File: src/rtl/ddr_ex_pkg.sv
// Shared types and the LFSR step function for the DDR example read checker.
package ddr_ex_pkg;

   typedef enum logic [1:0] {
      IDLE  = 2'd0,
      CHECK = 2'd1,
      DONE  = 2'd2
   } state_t;

   // Galois taps for x^8 + x^4 + x^3 + x^2 + 1.
   localparam logic [7:0] LFSR8_TAPS = 8'h1D;

   // One Galois step: shift left, fold the outgoing MSB back through the taps.
   function automatic logic [7:0] lfsr8_next(input logic [7:0] q);
      return {q[6:0], 1'b0} ^ (q[7] ? LFSR8_TAPS : 8'h00);
   endfunction

endpackage

File: src/rtl/ddr_ex_lfsr8_lane.sv
// One byte lane of the expected-pattern generator: 8-bit Galois LFSR with a
// fixed seed, synchronous reseed and a step enable.
module ddr_ex_lfsr8_lane
   import ddr_ex_pkg::*;
#(
   parameter logic [7:0] SEED = 8'h01
) (
   input  logic       clk,
   input  logic       reset,
   input  logic       reseed,
   input  logic       step,
   output logic [7:0] q
);

   // Lane register: reseed has priority so a restart always begins at beat 0.
   // NOTE: sequential state uses non-blocking assignments so every register
   // samples the pre-edge value of the others, independent of block order.
   always_ff @(posedge clk or posedge reset) begin
      if (reset) begin
         q <= SEED;
      end else if (reseed) begin
         q <= SEED;
      end else if (step) begin
         q <= lfsr8_next(q);
      end
   end

endmodule

File: config.mk
export PLATFORM = sky130hd
export DESIGN_NAME = ddr_ex_lfsr8_lane
export DESIGN_NICKNAME = d
export VERILOG_FILES = /design/src/rtl/ddr_ex_pkg.sv /design/src/rtl/ddr_ex_lfsr8_lane.sv
export SDC_FILE = /design/constraint.sdc
export NUM_CORES = 1
export LEC_CHECK = 0
export CAP_MARGIN = 20
export CORE_AREA = 5 5 42 44
export DETAILED_ROUTE_END_ITERATION = 7
export DIE_AREA = 0 0 47 49
export PLACE_DENSITY = 0.52
export SLEW_MARGIN = 30
export SYNTH_ARGS = -nofsm -noshare
export SYNTH_HDL_FRONTEND = slang
export SYNTH_SLANG_ARGS = --single-unit
File: constraint.sdc
create_clock -name clk -period 0.8 [get_ports clk]
set_input_delay 0.12 -clock clk [delete_from_list [all_inputs] [get_ports clk]]
set_output_delay 0.12 -clock clk [all_outputs]
set_load 0.01 [all_outputs]
======== Word level (Yosys, flattened, before mapping) ========
Index checks and enable logic that the tools add are counted.
operators by class
  mux-type cells .......................... 3
  bitwise gates (word level) .............. 1
  reductions and logical operators ........ 1
operator list
  cell                                  count
  8-bit 2-to-1 mux                      2
  8-bit by 5-bit XOR with 8-bit output  1
  5-bit 2-to-1 mux                      1
  2-bit nonzero test                    1
word-level totals
  bits in registers ....................... 8
  bits of input ports ..................... 4
  output and inout port bits .............. 8
  logic and storage cells ................. 6

======== Logic depth before layout (Yosys ltp) ========
  depth after elaboration ................. 4
  gate-level depth with buffers ........... 3
  gate-level depth less buffers ........... 2

======== Worst setup path after synthesis ========
OpenSTA, ideal clock, no wires.
  path type ............................... register to register
  start ................................... register q[7]
  end ..................................... register q[4]
  setup time .............................. 94 ps
  arrival time ............................ 876 ps
  required time ........................... 706 ps
  path slack .............................. -170 ps
  stages on the path, launching flop included .. 4
  path buffers ............................ 1
  period minus slack after synthesis ...... 970 ps
  cells stage by stage .................... dfrtp_1 > clkbuf_2 > xnor2_1 > a211oi_1
on the way
  longest elaborated chain between the ends .. 4
RTL lines
  what                                  RTL line                 RTL
  from (decl)                           ddr_ex_lfsr8_lane.sv:12  output logic [7:0] q
  from (signal assigned)                ddr_ex_lfsr8_lane.sv:24  q <= lfsr8_next(q);
  5-bit 2-to-1 mux                      ddr_ex_pkg.sv:15         return {q[6:0], 1'b0} ^ (q[7] ? LFSR8_TAPS : 8'h00);
  8-bit by 5-bit XOR with 8-bit output  ddr_ex_pkg.sv:15
  8-bit 2-to-1 mux                      ddr_ex_lfsr8_lane.sv:23  end else if (step) begin
  8-bit 2-to-1 mux                      ddr_ex_lfsr8_lane.sv:21  end else if (reseed) begin
No other way between the ends. The select of a mux whose other input is x is not followed.
A chain may end at the register's enable or synchronous reset.

======== Worst setup path in the final report ========
  start ................................... register q[0]
  end ..................................... output q[0]
No word-level cell between the ends.

==> out/metrics.csv <==
metric,value,unit
Synth Net Count,35,
Top reg by flops,q,
nets@finish,56,
CTS buffer count,3,
crit-path max FO,3,
htree depth,1,
Sequential Area,201,um^2
vias per cell,4.21,
# fillers,148,
most frequent cells in the layout,"nor2_1, buf_2, dfrtp_1",
number of cell rows,14,
reg2reg start,q[7]$_DFFE_PP0P_,
DRT iter0 DRCs,0,
Seq cells post-synth,8,
largest net degree at the start of global routing,12,
Final setup viols,16,
Die Span Y,49,um
Multi-input gate area,149,um^2
CTS tree,built,
top flop regs,q x8,
clock transition at the registers of the reported paths,0.06,ns
post-synthesis simple-gate area fraction,9.22,%
setup tns final,-1.39,ns
worst reg2reg path depth,3,
period utilization,127,%
io pins,12,
Post-Syn Instances,31,
crit path buf inv count,1,
RSZ-0062 raised after global routing,true,
via count,282,
cells along the critical path,buf_6,
post-route core utilization,40.2,%
final critical-path setup slack,-0.212,ns
initial antenna violation count,0,
core area,1400,um^2
routability cong.,0.744,
port bufs,11,
Worst R2R End,q[3]$_DFFE_PP0P_,
maxcap violations,0,
vias in the first global route,286,
fin crit period,1.01,ns
Ys Warns,0,
pre-CTS setup slack,-0.401,ns
critical path's top delay family,flip-flops,
Final Power,943,uW
first-pass GRT wire length,1.21,mm
Routed wire per std cell,11.0,um
Post-Route WL,737,um
grt total ovfl,0,
Die X,47,um
Worst path max stage delay,0.54,ns
diode count,0,
worst endpoint required time,0.68,ns
status,finished with violations,
Mapped Avg Cell Area,11.4,um^2
violated checks,setup timing,
worst-margin pin slew,0.338,ns
Cell variety after synth,12,
Post-Synth XOR/XNOR Area,7.45,%
worst skew pair latency,0.26,ns
largest family of logic cells by synthesized area,multiplexers,
drt first pass iters,1,
fmax,988,MHz
Final Hold Vio Count,0,
die area,2300,um^2
number of routed nets with antenna violations,0,
Slew HR,77.4,%
Synth Area in Compound Gates,9.22,%
DRC errors left,0,
P_leak,0.000282,uW
clock root buffer,clkbuf_4,
Final Cell Area,563,um^2
mux contribution to synthesized area,11.3,%
Crit path arrival time,0.89,ns
clock buffer depth,2,
Mapped Area,353,um^2
PwrDens,1670,nW/um^2
"Slowest-stage cell, CP",dfstp_2,
R2R Setup Slk,-0.13,ns
CTS Hold Bufs,0,
area grow syn2layout,59.6,%
Max rail drop VDD,0.829,mV
Final Skew,0.00715,ns
DP Area,539,um^2
Worst Hold Class,in2async,
share of cells above drive strength 1,47.1,%
CP startpoint kind,flip-flop,
overall fraction of global-route tracks in use,7.45,%
Crit. End Element,output port,
worst setup path category,reg2out,
Pins Over Slew Limit,0,
initial core utilization,25.2,%
CTS Sinks,8,
Post-Synth Adder-Cell Area,0,%
max reg flops,8,
register area share after synthesis,57.1,%
-- power by group --
| part | internal [uW] | switching (uW) |
|---|---|---|
| Clock | 191 | 145 |
| Sequential | 427 | 11.8 |
| Combinational | 93.4 | 74.2 |
| Total | 712 | 231 |
-- worst max path at each step --
stage	start	endpoint	slack (ns)	cells after the start
final	q[0]$_DFFE_PP1P_	q[0]	-0.21	1
after global routing	q[0]$_DFFE_PP1P_	q[0]	-0.24	1
after CTS	q[0]$_DFFE_PP1P_	q[0]	-0.23	1
after detailed placement	step	q[4]$_DFFE_PP0P_	-0.40	4
after global placement	q[0]$_DFFE_PP1P_	q[0]	-0.36	1
after floorplan	q[7]$_DFFE_PP0P_	q[4]$_DFFE_PP0P_	-0.14	3
-- per-stage QoR --
stage	cells	hold slack, ns
global placement	63	0.379
CTS	67	0.111
detailed placement	63	0.392
floorplan	31	-0.0651
finish	67	0.104
global route	67	0.142
-- worst register-to-register path: stages (launching register included) --
cell,delay [ns]
dfrtp_1,0.38
buf_6,0.14
xnor2_2,0.13
a211oi_2,0.20
-- cell families after synthesis --
logic type,count (synthesis)
flops,8
buf+inv,4
xor+xnor,3
simple gates,8
mux,4
compound gates,4
-- layer usage --
metal / up-vias / global-route usage [%] / wire, um
met5: - / 0 / 0
met4: 0 / 5.53 / 0
li1: 141 / - / -
met1: 133 / 7.88 / 304
met3: 0 / 3.32 / 57
met2: 8 / 11.1 / 376
-- what timing repair did --
action,4_1_cts,5_1_grt
resized for setup,38,3
pin swaps,1,4
setup endpoints to repair,16,16
cloned,0,0
buffers inserted,0,0
endpoints found under the hold margin,0,0
-- Yosys cell counts --
cell	n	area, um^2
dfstp_2	1	26.3
mux2i_1	4	40.0
dfrtp_1	7	175
clkbuf_1	1	3.75
a211oi_1	3	22.5
nor2_1	7	26.3
buf_4	1	7.51
inv_1	1	3.75
clkbuf_2	1	5.00
xnor2_1	3	26.3
nor2b_1	1	6.26
a211o_2	1	10.0
-- area by class of cell --
type / count / share of cell area, %
flip-flops and latches: 8 / 35.8
repair buffers: 19 / 28.9
multi-input cells: 19 / 26.4
clock buffers: 4 / 4.67
well taps: 16 / 3.56
inverters: 1 / 0.667
(Power assumes the default switching activity.)
==> variant 1, RTL diff (same flow settings) <==
Put one more register stage on the output `q`. The value now appears one clock later.
--- a/src/rtl/ddr_ex_lfsr8_lane.sv
+++ b/src/rtl/ddr_ex_lfsr8_lane.sv
@@ -12,17 +12,23 @@
    output logic [7:0] q
 );
 
+   logic [7:0] q_s0;
+
    // Lane register: reseed has priority so a restart always begins at beat 0.
    // NOTE: sequential state uses non-blocking assignments so every register
    // samples the pre-edge value of the others, independent of block order.
    always_ff @(posedge clk or posedge reset) begin
       if (reset) begin
-         q <= SEED;
+         q_s0 <= SEED;
       end else if (reseed) begin
-         q <= SEED;
+         q_s0 <= SEED;
       end else if (step) begin
-         q <= lfsr8_next(q);
+         q_s0 <= lfsr8_next(q_s0);
       end
+   end
+
+   always_ff @(posedge clk) begin
+      q <= q_s0;
    end
 
 endmodule
Check against the original RTL: not equivalent (Yosys sat finds a counterexample within 4 cycles, from zero or initial values and one cycle with reset high).
==> variant 1 against the original RTL <==
The flow still finishes with violations (negative setup slack); synthesized area up 45%; wire length up 17%; final area up 21%; clock power up 50%; setup slack better by 0.099 ns; sequential cell count up 8; core utilization up 8.6 points; register-to-register slack better by 0.02 ns; power up 59%; first-iteration DRC count unchanged; critical path type is now register to register.
==> variant 1: results (changes against the original RTL) <==
metric	value	unit	change
filler instances	143		-3.4%
peak supply drop	0.00123	V	+48%
Final nets	61		+8.9%
worst r2r dst	q_s0[2]		
outcome	finished, violations left		
Routed met2 length	421	um	+12%
Pleak	0.330	nW	+17%
FF-to-FF setup slack	-0.11	ns	+0.02 ns
post-synthesis net count	43		+23%
layout cells sized above 1	39.3	%	-7.8 points
failing checks	negative setup slack		
Sw Ratio	20.5	%	-4.0 points
Max FO, Critical Path	5		+2
detailed-route via count	315		+12%
worst setup margin	-0.113	ns	+0.0988 ns
Post-synth ARST share	50.0	%	-50 points
Setup WS pre-CTS	-0.393	ns	+0.00793 ns
Total Routing Usage GR	8.63	%	+1.2 points
Register-to-Register Path Depth	2		-1
Worst-path clk slew	0.08	ns	+0.02 ns
Area contributors post-synth	dfrtp_1, dfxtp_1, mux2i_1		
xor/xnor share of the synthesized area	5.12	%	-2.3 points
skew final	0.000812	ns	-0.00633 ns
first-pass GRT wire length	1.40	mm	+16%
Worst-Margin Slew	0.313	ns	-0.0250 ns
synth cell count leaders	dfxtp_1, dfrtp_1, nor2_1, mux2i_1		
number of synthesized flops with an enable pin	0		unchanged
Worst Path Arrival	1.09	ns	+0.20 ns
Synth Area in Compound Gates	6.34	%	-2.9 points
ys flop type	dfxtp_1		
wire length on met1	372	um	+22%
post-synth cell types	13		+1
hold_ws	0.0808	ns	-0.0232 ns
RR Startpoint	q_s0[7]		
gpl congestion	0.716		-3.8%
Post-DP Area	662	sq um	+23%
# setup viols final	13		-3
mux cell area share after synthesis	7.80	%	-3.5 points
[variant 1: logic make-up after synthesis]
group	after synthesis
multiplexers	4
AND/OR/NAND/NOR	8
AO/OA/AOI/OAI	4
XOR/XNOR	3
buffers and inverters	4
flip-flops	16
[variant 1: timing repair]
item                       4_1_cts  5_1_grt
gates resized for setup         34        3
setup buffers                    1        1
setup endpoints to repair       16       14
pin swaps                        5        3
[variant 1: power groups by stage]
stage | registers [mW] | clock network, mW | logic, mW
floorplan | 0.889 | 0 | 0.0595
global placement | 0.882 | 0 | 0.146
detailed placement | 0.883 | 0 | 0.149
CTS | 0.865 | 0.526 | 0.130
global route | 0.871 | 0.555 | 0.145
finish | 0.866 | 0.504 | 0.133
[variant 1: critical path, stage by stage, from the launching register on]
cell      delay (ns)
dfrtp_2         0.46
xnor2_1         0.14
a211oi_1        0.22
[variant 1: final cells by class]
type                    instances  area [sq um]  share of cell area, %
flip-flops and latches         16           364                   53.3
inverters                       1          3.75                  0.549
repair buffers                 16           125                   18.3
clock buffers                   4          36.3                   5.31
multi-input cells              19           134                   19.6
well taps                      16          20.0                   2.93
[variant 1: worst max path at each step]
stage	start	to	slack, ns	cells after the start
5_1_grt	q_s0[7]	q_s0[4]	-0.14	2
6_report	q_s0[7]	q_s0[2]	-0.11	2
4_1_cts	q_s0[7]	q_s0[2]	-0.12	2
2_1_floorplan	q_s0[7]	q_s0[2]	-0.08	3
3_5_place_dp	step	q_s0[5]	-0.39	4
3_3_place_gp	step	q_s0[5]	-0.34	4
[variant 1: per-layer routing]
| metal | up-vias | track usage, % |
|---|---|---|
| met5 | - | 0 |
| met4 | 0 | 4.15 |
| met3 | 0 | 4.43 |
| met2 | 8 | 12.2 |
| met1 | 144 | 10.5 |
| li1 | 163 | - |
[variant 1: stage by stage]
stage / utilization (%) / std cells / power, mW / setup TNS (ns)
global placement: 47.2 / 66 / 1.03 / -3.72
global route: 48.8 / 72 / 1.57 / -1.09
detailed placement: 47.2 / 66 / 1.03 / -3.94
floorplan: - / 39 / 0.949 / -0.295
finish: 48.8 / 72 / 1.50 / -0.564
CTS: 47.5 / 71 / 1.52 / -0.776
==> variant 2, RTL diff (same flow settings) <==
Made on the original files. Register the inputs `reseed` and `step` before use, without a reset. The logic sees them one clock later.
--- a/src/rtl/ddr_ex_lfsr8_lane.sv
+++ b/src/rtl/ddr_ex_lfsr8_lane.sv
@@ -12,15 +12,23 @@
    output logic [7:0] q
 );
 
+   logic reseed_q;
+   logic step_q;
+
+   always_ff @(posedge clk) begin
+      reseed_q <= reseed;
+      step_q   <= step;
+   end
+
    // Lane register: reseed has priority so a restart always begins at beat 0.
    // NOTE: sequential state uses non-blocking assignments so every register
    // samples the pre-edge value of the others, independent of block order.
    always_ff @(posedge clk or posedge reset) begin
       if (reset) begin
          q <= SEED;
-      end else if (reseed) begin
+      end else if (reseed_q) begin
          q <= SEED;
-      end else if (step) begin
+      end else if (step_q) begin
          q <= lfsr8_next(q);
       end
    end
Function: changed (a bounded check fails within 4 cycles, from zero or initial values and one cycle with reset high).
==> variant 2 against the original RTL <==
The run still ends with negative setup slack left; count of clock-buffer cells in the layout is the same; final area grew 20%; setup slack lost 0.0046 ns; wire length grew 14%; core utilization grew 8.2 points; synthesized area grew 11%; critical endpoint unchanged; sequential cell count grew 2; power grew 26%.
==> variant 2: results (changes against the original RTL) <==
metric	value	unit	change
Synth Area in Compound Gates	8.28	%	-0.94 points
gpl congestion	0.681		-8.4%
ys flop type	dfrtp_1		
instance count of the mapped netlist	33		+6.5%
worst hold path class	input port to async pin		
post-synthesis adder-cell area fraction	0	%	unchanged
DR pass1 iterations	2		+1
synth cell count leaders	dfrtp_1, nor2_1, mux2i_1, a211oi_1, xnor2_1		
Max FO, Critical Path	2		-1
Post-synth ARST share	80.0	%	-20 points
max incr delay on CP	0.54	ns	about the same
crit-path leading delay family	flip-flops		
largest net degree at the start of global routing	9		-3
# placed instances	64		+1.6%
Area contributors post-synth	dfrtp_1, dfxtp_1, mux2i_1		
1st-iter DRT viols	1		+1
vias per cell	4.60		+9.2%
first-pass GRT wire length	1.32	mm	+9.1%
CTS Buf Count	3		unchanged
# setup viols final	15		-1
Port Buffers	11		unchanged
worst rel slew slack	77.9	%	+0.44 points
DRT Wirelength	841	um	+14%
post-synth cell types	13		+1
Ys Warns	0		unchanged
xor/xnor share of the synthesized area	6.69	%	-0.76 points
# diodes	0		unchanged
Pleak	0.330	nW	+17%
Root Buffer	clkbuf_4		
FF-to-FF setup slack	-0.15	ns	-0.02 ns
Worst Path Arrival	0.90	ns	
Total Routing Usage GR	8.60	%	+1.1 points
Final nets	61		+8.9%
CP startpoint	q[0]		
outcome	finished, violations left		
worst setup margin	-0.217	ns	-0.00461 ns
TNS Setup	-1.72	ns	-0.331 ns
sequential-to-total area share from yosys stat	61.5	%	+4.4 points
Psw	269	uW	+17%
detailed-route via count	331		+17%
top flop regs	q (8), reseed_q (1), step_q (1)		
Worst-path clk slew	0.06	ns	about the same
initial antenna violation count	0		unchanged
mux cell area share after synthesis	10.2	%	-1.2 points
layout cells sized above 1	58.9	%	+12 points
skew final	0.00199	ns	-0.00516 ns
worst-skew pair later-pin latency	0.26	ns	about the same
RR Startpoint	q[7]		
clock buffer depth	2		unchanged
H-Tree Depth	1		unchanged
peak supply drop	0.00111	V	+33%
Hold Fails Final Rpt	0		unchanged
vias in the first global route	300		+4.9%
failing checks	negative setup slack		
post-synthesis net count	37		+5.7%
Slowest-stage cell, CP	dfstp_2		
Post-DP HPWL	564	um	
-- variant 2: cell count changes after synthesis --
cell / unedited run / this run
dfxtp_1: 0 / 2
-- variant 2: logic make-up after synthesis --
group / count (synthesis)
compound gates: 4
mux: 4
simple gates: 8
xor+xnor: 3
buf+inv: 4
flops: 10
-- variant 2: worst paths after layout --
kind,to,depth (start not counted)
max,q[0],1
min,q[4],2
max in group asynchronous,q[0],2
max reg2reg,q[3],3
min in group clk,step_q,1
min reg2reg,q[5],1
-- variant 2: layout make-up --
type                            count  area, sq um
Clock buffer                        4         36.3
Fill cell                         136          723
Inverter                            1         3.75
Multi-Input combinational cell     19          188
Sequential cell                    10          245
Tap cell                           16         20.0
Timing Repair Buffer               22          185
-- variant 2: timing repair --
action,4_1_cts,5_1_grt
pin swaps,4,5
setup endpoints to repair,16,16
gates resized for setup,41,9
setup buffers,2,2
hold buffers,0,0
-- variant 2: per-layer routing --
layer | wire length [um] | share of wire (%) | GRT usage [%] | up-vias
met3 | 50 | 5.9 | 3.32 | 4
met4 | 29 | 3.4 | 8.29 | 0
met2 | 499 | 59 | 12.0 | 8
li1 | - | - | - | 156
met5 | 0 | 0 | 0 | -
met1 | 262 | 31 | 9.28 | 163
-- variant 2: power groups by stage --
stage | logic [mW] | registers [mW] | clock network (mW)
floorplan | 0.0606 | 0.568 | 0
global placement | 0.140 | 0.566 | 0
detailed placement | 0.143 | 0.568 | 0
CTS | 0.153 | 0.555 | 0.468
global route | 0.201 | 0.559 | 0.494
finish | 0.187 | 0.556 | 0.448
-- variant 2: per-stage QoR --
stage / instance area, sq um / hold slack, ns / total power [mW] / setup WS [ns]
detailed placement: 561 / 0.394 / 0.711 / -0.372
finish: 678 / 0.0990 / 1.19 / -0.217
global placement: 561 / 0.382 / 0.706 / -0.366
global route: 678 / 0.130 / 1.25 / -0.247
CTS: 612 / 0.104 / 1.18 / -0.231
floorplan: 407 / -0.0651 / 0.629 / -0.135
